$ cat config.mk
export PLATFORM = sky130hd
export DESIGN_NAME = adc_spi_capture
export DESIGN_NICKNAME = d
export VERILOG_FILES = /design/src/rtl/adc_spi_capture.sv
export SDC_FILE = /design/constraint.sdc
export NUM_CORES = 1
export LEC_CHECK = 0
export ABC_AREA = 1
export CAP_MARGIN = 10
export CELL_PAD_IN_SITES_DETAIL_PLACEMENT = 2
export CELL_PAD_IN_SITES_GLOBAL_PLACEMENT = 2
export CORE_MARGIN = 2
export CORE_UTILIZATION = 37
export DETAILED_ROUTE_END_ITERATION = 6
export GPL_TIMING_DRIVEN = 1
export PLACE_DENSITY = 0.82
export REMOVE_ABC_BUFFERS = 1
export SYNTH_ARGS = -nofsm -noshare
export SYNTH_HDL_FRONTEND = slang
export SYNTH_SLANG_ARGS = --single-unit
$ cat constraint.sdc
create_clock -name clk -period 3.61 [get_ports clk]
set_clock_uncertainty 0.2 [all_clocks]
set_input_delay 0.361 -clock clk [delete_from_list [all_inputs] [get_ports clk]]
set_output_delay 0.361 -clock clk [all_outputs]
set_load 0.02 [all_outputs]
$ cat src/rtl/adc_spi_capture.sv
// Serial front end for a 12-bit SPI ADC (ADC121S101-style 16-SCLK frame).
// Define ADC_LEADING_ZERO_CHECK_EN to reject frames whose leading bits are not zero.
module adc_spi_capture #(
    parameter int N_ADC         = 12,
    parameter int FRAME         = 16,
    parameter int SCLK_HALF     = 5,
    parameter int SAMPLE_PERIOD = 2268,
    parameter int QUIET         = 4
) (
    input  logic             clk,
    input  logic             reset_n,
    input  logic             enable,
    input  logic             sdata,
    output logic             cs_n,
    output logic             sclk,
    output logic [N_ADC-1:0] data_ADC,
    output logic             dato_listo,
    output logic             busy,
    output logic             frame_err
);

    localparam int SMP_W   = (SAMPLE_PERIOD > 1) ? $clog2(SAMPLE_PERIOD) : 1;
    localparam int DIV_W   = (SCLK_HALF > 1) ? $clog2(SCLK_HALF) : 1;
    localparam int BIT_W   = (FRAME > 1) ? $clog2(FRAME) : 1;
    localparam int QUIET_W = (QUIET > 1) ? $clog2(QUIET) : 1;

    // Leading bits only need to be kept when they are going to be checked.
`ifdef ADC_LEADING_ZERO_CHECK_EN
    localparam int SHIFT_W = FRAME;
`else
    localparam int SHIFT_W = N_ADC;
`endif

    typedef enum logic [1:0] {
        S_IDLE  = 2'd0,
        S_CONV  = 2'd1,
        S_DONE  = 2'd2,
        S_QUIET = 2'd3
    } state_t;

    state_t             state_reg, state_next;
    logic [SMP_W-1:0]   smp_reg, smp_next;
    logic [DIV_W-1:0]   div_reg, div_next;
    logic [BIT_W-1:0]   bit_reg, bit_next;
    logic [QUIET_W-1:0] quiet_reg, quiet_next;
    logic [SHIFT_W-1:0] shift_reg, shift_next;
    logic [N_ADC-1:0]   data_reg, data_next;
    logic               sclk_reg, sclk_next;
    logic               listo_reg, listo_next;
    logic               err_reg, err_next;
    logic               tick;

    // Free-running sample-rate counter; the wrap cycle starts a conversion.
    assign tick = enable && (smp_reg == SMP_W'(SAMPLE_PERIOD - 1));

    always_comb begin
        smp_next = smp_reg;
        if (!enable || tick) begin
            smp_next = '0;
        end else begin
            smp_next = smp_reg + 1'b1;
        end
    end

    always_comb begin
        state_next = state_reg;
        div_next   = div_reg;
        bit_next   = bit_reg;
        quiet_next = quiet_reg;
        shift_next = shift_reg;
        data_next  = data_reg;
        sclk_next  = sclk_reg;
        listo_next = 1'b0;
        err_next   = 1'b0;

        case (state_reg)
            S_IDLE: begin
                sclk_next = 1'b1;
                div_next  = '0;
                bit_next  = '0;
                if (tick) begin
                    state_next = S_CONV;
                end
            end

            S_CONV: begin
                if (div_reg == DIV_W'(SCLK_HALF - 1)) begin
                    div_next  = '0;
                    sclk_next = ~sclk_reg;
                    // sclk low now means this divider wrap makes a rising edge.
                    if (!sclk_reg) begin
                        shift_next = {shift_reg[SHIFT_W-2:0], sdata};
                        bit_next   = bit_reg + 1'b1;
                        if (bit_reg == BIT_W'(FRAME - 1)) begin
                            state_next = S_DONE;
                        end
                    end
                end else begin
                    div_next = div_reg + 1'b1;
                end
            end

            S_DONE: begin
`ifdef ADC_LEADING_ZERO_CHECK_EN
                if (shift_reg[SHIFT_W-1:N_ADC] != '0) begin
                    err_next = 1'b1;
                end else begin
                    data_next  = shift_reg[N_ADC-1:0];
                    listo_next = 1'b1;
                end
`else
                data_next  = shift_reg[N_ADC-1:0];
                listo_next = 1'b1;
`endif
                quiet_next = QUIET_W'(QUIET - 1);
                state_next = S_QUIET;
            end

            S_QUIET: begin
                if (quiet_reg == '0) begin
                    state_next = S_IDLE;
                end else begin
                    quiet_next = quiet_reg - 1'b1;
                end
            end

            default: begin
                state_next = S_IDLE;
            end
        endcase
    end

    always_ff @(posedge clk or negedge reset_n) begin
        if (!reset_n) begin
            state_reg <= S_IDLE;
            smp_reg   <= '0;
            div_reg   <= '0;
            bit_reg   <= '0;
            quiet_reg <= '0;
            shift_reg <= '0;
            data_reg  <= '0;
            sclk_reg  <= 1'b1;
            listo_reg <= 1'b0;
            err_reg   <= 1'b0;
        end else begin
            state_reg <= state_next;
            smp_reg   <= smp_next;
            div_reg   <= div_next;
            bit_reg   <= bit_next;
            quiet_reg <= quiet_next;
            shift_reg <= shift_next;
            data_reg  <= data_next;
            sclk_reg  <= sclk_next;
            listo_reg <= listo_next;
            err_reg   <= err_next;
        end
    end

    // cs_n decodes straight from the state so an async reset raises it at once.
    assign cs_n       = (state_reg != S_CONV);
    assign busy       = (state_reg == S_CONV);
    assign sclk       = sclk_reg;
    assign data_ADC   = data_reg;
    assign dato_listo = listo_reg;
    assign frame_err  = err_reg;

endmodule

Word level (Yosys, flattened, before mapping)

Index checks and enable logic that the tools add are counted.

Register bits after elaboration: 49
Bits of input ports: 4
Output and inout port bits: 17
Word-level logic and storage cells: 56

Add/subtract/negate cells: 4
Eq/ne operators: 13
Mux-type cells: 17
Bitwise gates (word level): 1
Reduce and logical (&&, ||, !) cells: 12

Operators by type and width:

| operator                | count |
|---|---|
| $add A12 B1 Y12 const B | 1 |
| $eq A12 B12 Y1 const B  | 1 |
| $mux W12                | 1 |
| $mux W2                 | 6 |
| $mux W4                 | 2 |
| $ne A2 B2 Y1 const B    | 4 |
| $pmux W2 S4             | 1 |
| $pmux W4 S2             | 1 |
| $ne A2 B1 Y1 const B    | 3 |
| $pmux W3 S2             | 1 |
| $reduce_and A3 Y1       | 2 |
| $reduce_and A5 Y1       | 1 |
| $add A4 B1 Y4 const B   | 1 |
| $eq A2 B2 Y1 const B    | 2 |
| $eq A4 B4 Y1 const B    | 1 |
| $logic_not A2 Y1        | 2 |
| $pmux W2 S2             | 1 |
| $reduce_and A2 Y1       | 2 |
| $reduce_bool A2 Y1      | 2 |
| $add A3 B1 Y3 const B   | 1 |
| $eq A3 B3 Y1 const B    | 1 |
| $mux W3                 | 1 |
| $eq A2 B1 Y1 const B    | 1 |
| $mux W1                 | 2 |
| 6 further kinds         | 6 |

Logic depth before layout (Yosys ltp)

Depth in word-level cells: 5
Gate-level depth with buffers: 9
Gate-level depth less buffers: 9

Worst setup path before layout

Ideal clock, no wire load.

Path type: reg-to-reg
From: reg state_reg[1]
To: reg bit_reg[3]
Setup time: 120 ps
Arrival time: 1,522 ps
Data required time: 3,290 ps
Setup slack: 1,768 ps
Cell stages (with the launch flop): 10
Path buffers: 2
Period minus slack after synthesis: 1,842 ps
Path through: dfrtp_1 inv_1 ha_1 buf_4 inv_2 nor3_4 buf_6 nand2_2 o21ai_1 a21oi_1

Longest elaborated chain between the ends: 3
Elaborated cells on any way between the ends: 7
Classes of those cells: eq/ne: 3; mux: 1; reduce/logical: 3

Ends and longest elaborated chain:

| what                                                 | line | text |
|---|---|---|
| from (decl)                                          | 41   | `state_t state_reg, state_next;` |
| from (signal assigned)                               | 146  | `state_reg <= state_next;` |
| $eq A2 B1 Y1 *                                       | -    |  |
| net busy                                             | 18   | `output logic busy,` |
| $ne A2 B1 Y1 (no line), or another cell as far along | -    |  |
| $reduce_and A3 Y1 (no line)                          | -    |  |
| to (signal assigned)                                 | 149  | `bit_reg <= bit_next;` |
| to (decl)                                            | 44   | `logic [BIT_W-1:0] bit_reg, bit_next;` |

The timed path passes the listed nets; every way through them passes the cells marked *.
A chain may end at the register's enable or synchronous reset.

Final worst setup path

From: reg state_reg[1]
To: out cs_n

Longest elaborated chain between the ends: 1

Ends and longest elaborated chain:

| what         | line | text |
|---|---|---|
| $ne A2 B1 Y1 | 160  | `assign cs_n = (state_reg != S_CONV);` |
| to (decl)    | 14   | `output logic cs_n,` |

Every way passes these cells.

==> flow_results.xml <==
<?xml version="1.0" encoding="UTF-8"?>
<metrics>
  <group name="cts">
    <metric name="total_of_cells_resized_after_clock_tree_synthesis" unit="">0</metric>
    <metric name="numCtsBuffers" unit="">5</metric>
    <metric name="clock_slew_at_the_register_clock_pins_of_the_worst_setup_and_hold_paths" unit="ns">0.09</metric>
    <metric name="worstSkewPairLatency" unit="ns">0.30</metric>
    <metric name="cts_hold_buf" unit="">0</metric>
    <metric name="cts_sinks" unit="">49</metric>
    <metric name="postCtsSetupBuffers" unit="">0</metric>
    <metric name="clock_tree.htree_level_count" unit="">2</metric>
    <metric name="max-clock-path-buffers" unit="">2</metric>
    <metric name="tritoncts" unit="">yes</metric>
    <metric name="clock-root-buffer" unit="">clkbuf_8</metric>
  </group>
  <group name="timing">
    <metric name="finalHoldViolCount" unit="">36</metric>
    <metric name="total_negative_slack_for_setup_checks" unit="ns">0</metric>
    <metric name="timing_max_transition_violations_final" unit="">0</metric>
    <metric name="achievable-frequency" unit="MHz">411</metric>
    <metric name="setup_repair_after_global_routing_missed_its_margin" unit="">no</metric>
    <metric name="final.hold.worst_slack" unit="ns">-0.0252</metric>
    <metric name="fin_crit" unit="ns">2.43</metric>
    <metric name="final_min_period_over_clock_period" unit="%">67.4</metric>
    <metric name="timing.max_slew.rel_slack" unit="%">39.6</metric>
    <metric name="setup_viol" unit="">0</metric>
    <metric name="tightest_slew" unit="ns">0.906</metric>
  </group>
  <group name="floorplan">
    <metric name="floorplan_die_width" unit="um">82.0</metric>
    <metric name="die_h" unit="um">82.0</metric>
    <metric name="die_area" unit="sq mm">0.00672</metric>
    <metric name="top_level_ports" unit="">21</metric>
    <metric name="row_count" unit="">28</metric>
    <metric name="initial_utilization" unit="%">38.2</metric>
    <metric name="design.core.area" unit="sq mm">0.00589</metric>
  </group>
  <group name="setup_path">
    <metric name="worstSetupStartpointType" unit="">flop</metric>
    <metric name="type_of_element_capturing_the_critical_path" unit="">output pin</metric>
    <metric name="timing_worst_setup_path_type" unit="">reg -&gt; out</metric>
    <metric name="cp.required" unit="ns">3.05</metric>
    <metric name="critical_path.max_fanout" unit="">9</metric>
    <metric name="crit_path_dat" unit="ns">1.87</metric>
  </group>
  <group name="cells_and_area">
    <metric name="layout-area-overhead-vs-synth" unit="%">15.8</metric>
    <metric name="final_area" unit="sq mm">0.00261</metric>
    <metric name="final_core_utilization" unit="%">44.3</metric>
    <metric name="post_route_cells_drive_above_1_share" unit="%">9.35</metric>
    <metric name="antenna_cells" unit="">0</metric>
    <metric name="finish.net_count" unit="">290</metric>
    <metric name="most_common_cell_after_layout_fill_and_taps_aside" unit="">nand2_1</metric>
    <metric name="layout_common_cells" unit="">nand2_1, dfrtp_1, inv_1</metric>
  </group>
  <group name="route">
    <metric name="avgViaCountPerCell" unit="">4.82</metric>
    <metric name="remaining_drc_errors" unit="">0</metric>
    <metric name="postRouteWirelength" unit="um">5110</metric>
    <metric name="detail_route.iter0.violations" unit="">38</metric>
    <metric name="route.vias.total" unit="">1701</metric>
    <metric name="dr.pass1.iters" unit="">2</metric>
    <metric name="route.antenna.remaining_nets" unit="">0</metric>
    <metric name="post_drt_wl_per_cell" unit="um">14.5</metric>
  </group>
  <group name="global_route">
    <metric name="grt_use_total" unit="%">17.3</metric>
    <metric name="congestion_overflow_gr" unit="">0</metric>
    <metric name="grt_first_pass_wirelength" unit="um">8680</metric>
    <metric name="first_global_vias" unit="">1848</metric>
    <metric name="maximum_number_of_pins_on_one_net_before_global_route_repair" unit="">41</metric>
    <metric name="antenna_found_initial" unit="">0</metric>
  </group>
  <group name="synth">
    <metric name="synth-seq-area-share" unit="%">54.5</metric>
    <metric name="synth_area_per_cell" unit="sq um">8.79</metric>
    <metric name="synth.cell_area" unit="sq mm">0.00225</metric>
    <metric name="ys.warnings.count" unit="">0</metric>
    <metric name="ys_ff_latch" unit="">49</metric>
    <metric name="syn_inst" unit="">256</metric>
    <metric name="synth_cell_types" unit="">31</metric>
  </group>
  <group name="power_and_ir_drop">
    <metric name="irDropWorstVdd" unit="uV">190</metric>
    <metric name="power_density" unit="mW/mm^2">371</metric>
    <metric name="p_leak" unit="nW">1.23</metric>
  </group>
  <group name="place">
    <metric name="detailed_place.area" unit="sq mm">0.00250</metric>
    <metric name="portBuffers" unit="">19</metric>
    <metric name="detailed_place_hpwl" unit="um">3740</metric>
    <metric name="place_congestion" unit="">0.784</metric>
  </group>
  <group name="status">
    <metric name="run_status" unit="">complete, but fails checks</metric>
    <metric name="failed_checks" unit="">hold timing</metric>
  </group>
  <group name="flow_run">
    <metric name="max_cap_violations" unit="">0</metric>
  </group>
  <group name="worst_hold_path">
    <metric name="hold_path_class" unit="">in -&gt; async</metric>
  </group>
</metrics>
-- cells in the mapped netlist --
| cell | number | share of area, % |
|---|---|---|
| ha_1 | 9 | 5.0 |
| nand3_1 | 9 | 2.0 |
| buf_6 | 1 | 0.50 |
| nor3_1 | 3 | 0.67 |
| nand2_2 | 4 | 1.1 |
| nor2_2 | 3 | 0.83 |
| o21ai_1 | 3 | 0.67 |
| xor2_1 | 1 | 0.39 |
| buf_2 | 3 | 0.67 |
| o21bai_1 | 1 | 0.33 |
| o21ai_0 | 17 | 3.8 |
| nor3b_2 | 1 | 0.56 |
| nand2_4 | 1 | 0.50 |
| nor2_1 | 17 | 2.8 |
| dfrtp_1 | 48 | 53 |
| a21o_1 | 1 | 0.33 |
| inv_1 | 27 | 4.5 |
| dfstp_2 | 1 | 1.2 |
| a21oi_1 | 7 | 1.6 |
| buf_4 | 2 | 0.67 |
| conb_1 | 1 | 0.17 |
| nor3_4 | 1 | 0.72 |
| nand3_2 | 1 | 0.44 |
| inv_2 | 2 | 0.33 |
| nand2_1 | 84 | 14 |
| or2_2 | 1 | 0.28 |
| nor3b_1 | 2 | 0.67 |
| a311oi_1 | 1 | 0.39 |
| nor3_2 | 2 | 0.89 |
| xnor2_1 | 1 | 0.39 |
| a31oi_1 | 1 | 0.28 |
-- stage by stage --
stage,cells,hold WS [ns],setup slack (ns),power [W]
2_1_floorplan,250,-0.135,1.49,0.000572
3_3_place_gp,345,0.254,1.40,0.000590
3_5_place_dp,345,0.270,1.28,0.000591
4_1_cts,353,0.0136,1.14,0.000991
5_1_grt,353,0.0405,1.01,0.00101
6_report,353,-0.0252,1.18,0.000969
-- power by group --
| part | total, W | switching [W] | internal (W) |
|---|---|---|---|
| sequential | 0.000553 | 0.00000222 | 0.000551 |
| combinational | 0.0000247 | 0.0000185 | 0.00000622 |
| clock | 0.000391 | 0.000183 | 0.000208 |
| total | 0.000969 | 0.000203 | 0.000765 |
-- final cells by class --
cell class	count	area, sq um
Clock buffer	6	72.6
Clock inverter	2	38.8
Fill cell	675	3280
Inverter	29	109
Multi-Input combinational cell	172	873
Sequential cell	49	1230
Tap cell	75	93.8
Timing Repair Buffer	20	193
-- cell families after synthesis --
kind of cell | share of synthesized area [%]
AND/OR/NAND/NOR | 25.5
flip-flops | 54.5
buffers and inverters | 6.67
AO/OA/AOI/OAI | 7.34
adder cells (fa/ha/maj) | 5.00
XOR/XNOR | 0.778
other | 0.167
-- critical path: stages, from the launching register on --
cell,delay (ns)
dfrtp_1,0.40
inv_1,0.09
ha_1,0.31
inv_2,0.14
clkdlybuf4s50_1,0.64
-- worst paths after layout --
path | startpoint | to | depth (start not counted) | slack, ns
setup / recovery | state_reg[1]$_DFFE_PN0P_ | cs_n | 4 | 1.18
hold / removal | reset_n | smp_reg[4]$_DFF_PN0_ | 1 | -0.03
setup reg to reg | state_reg[1]$_DFFE_PN0P_ | shift_reg[10]$_DFFE_PN0P_ | 7 | 1.31
hold reg to reg | smp_reg[0]$_DFF_PN0_ | smp_reg[0]$_DFF_PN0_ | 1 | 0.27
max in group asynchronous | reset_n | state_reg[1]$_DFFE_PN0P_ | 2 | 2.52
min in group clk | smp_reg[0]$_DFF_PN0_ | smp_reg[0]$_DFF_PN0_ | 1 | 0.27
-- metal layers --
layer  GRT usage (%)  vias to the layer above  routed length, um
met5               0                        -                  0
met4            6.50                        0                 97
met3            4.07                        7                109
met2            29.0                       18               2580
met1            21.7                      838               2330
li1                -                      838                  -
Note: power is estimated with default switching activity, not from simulation.
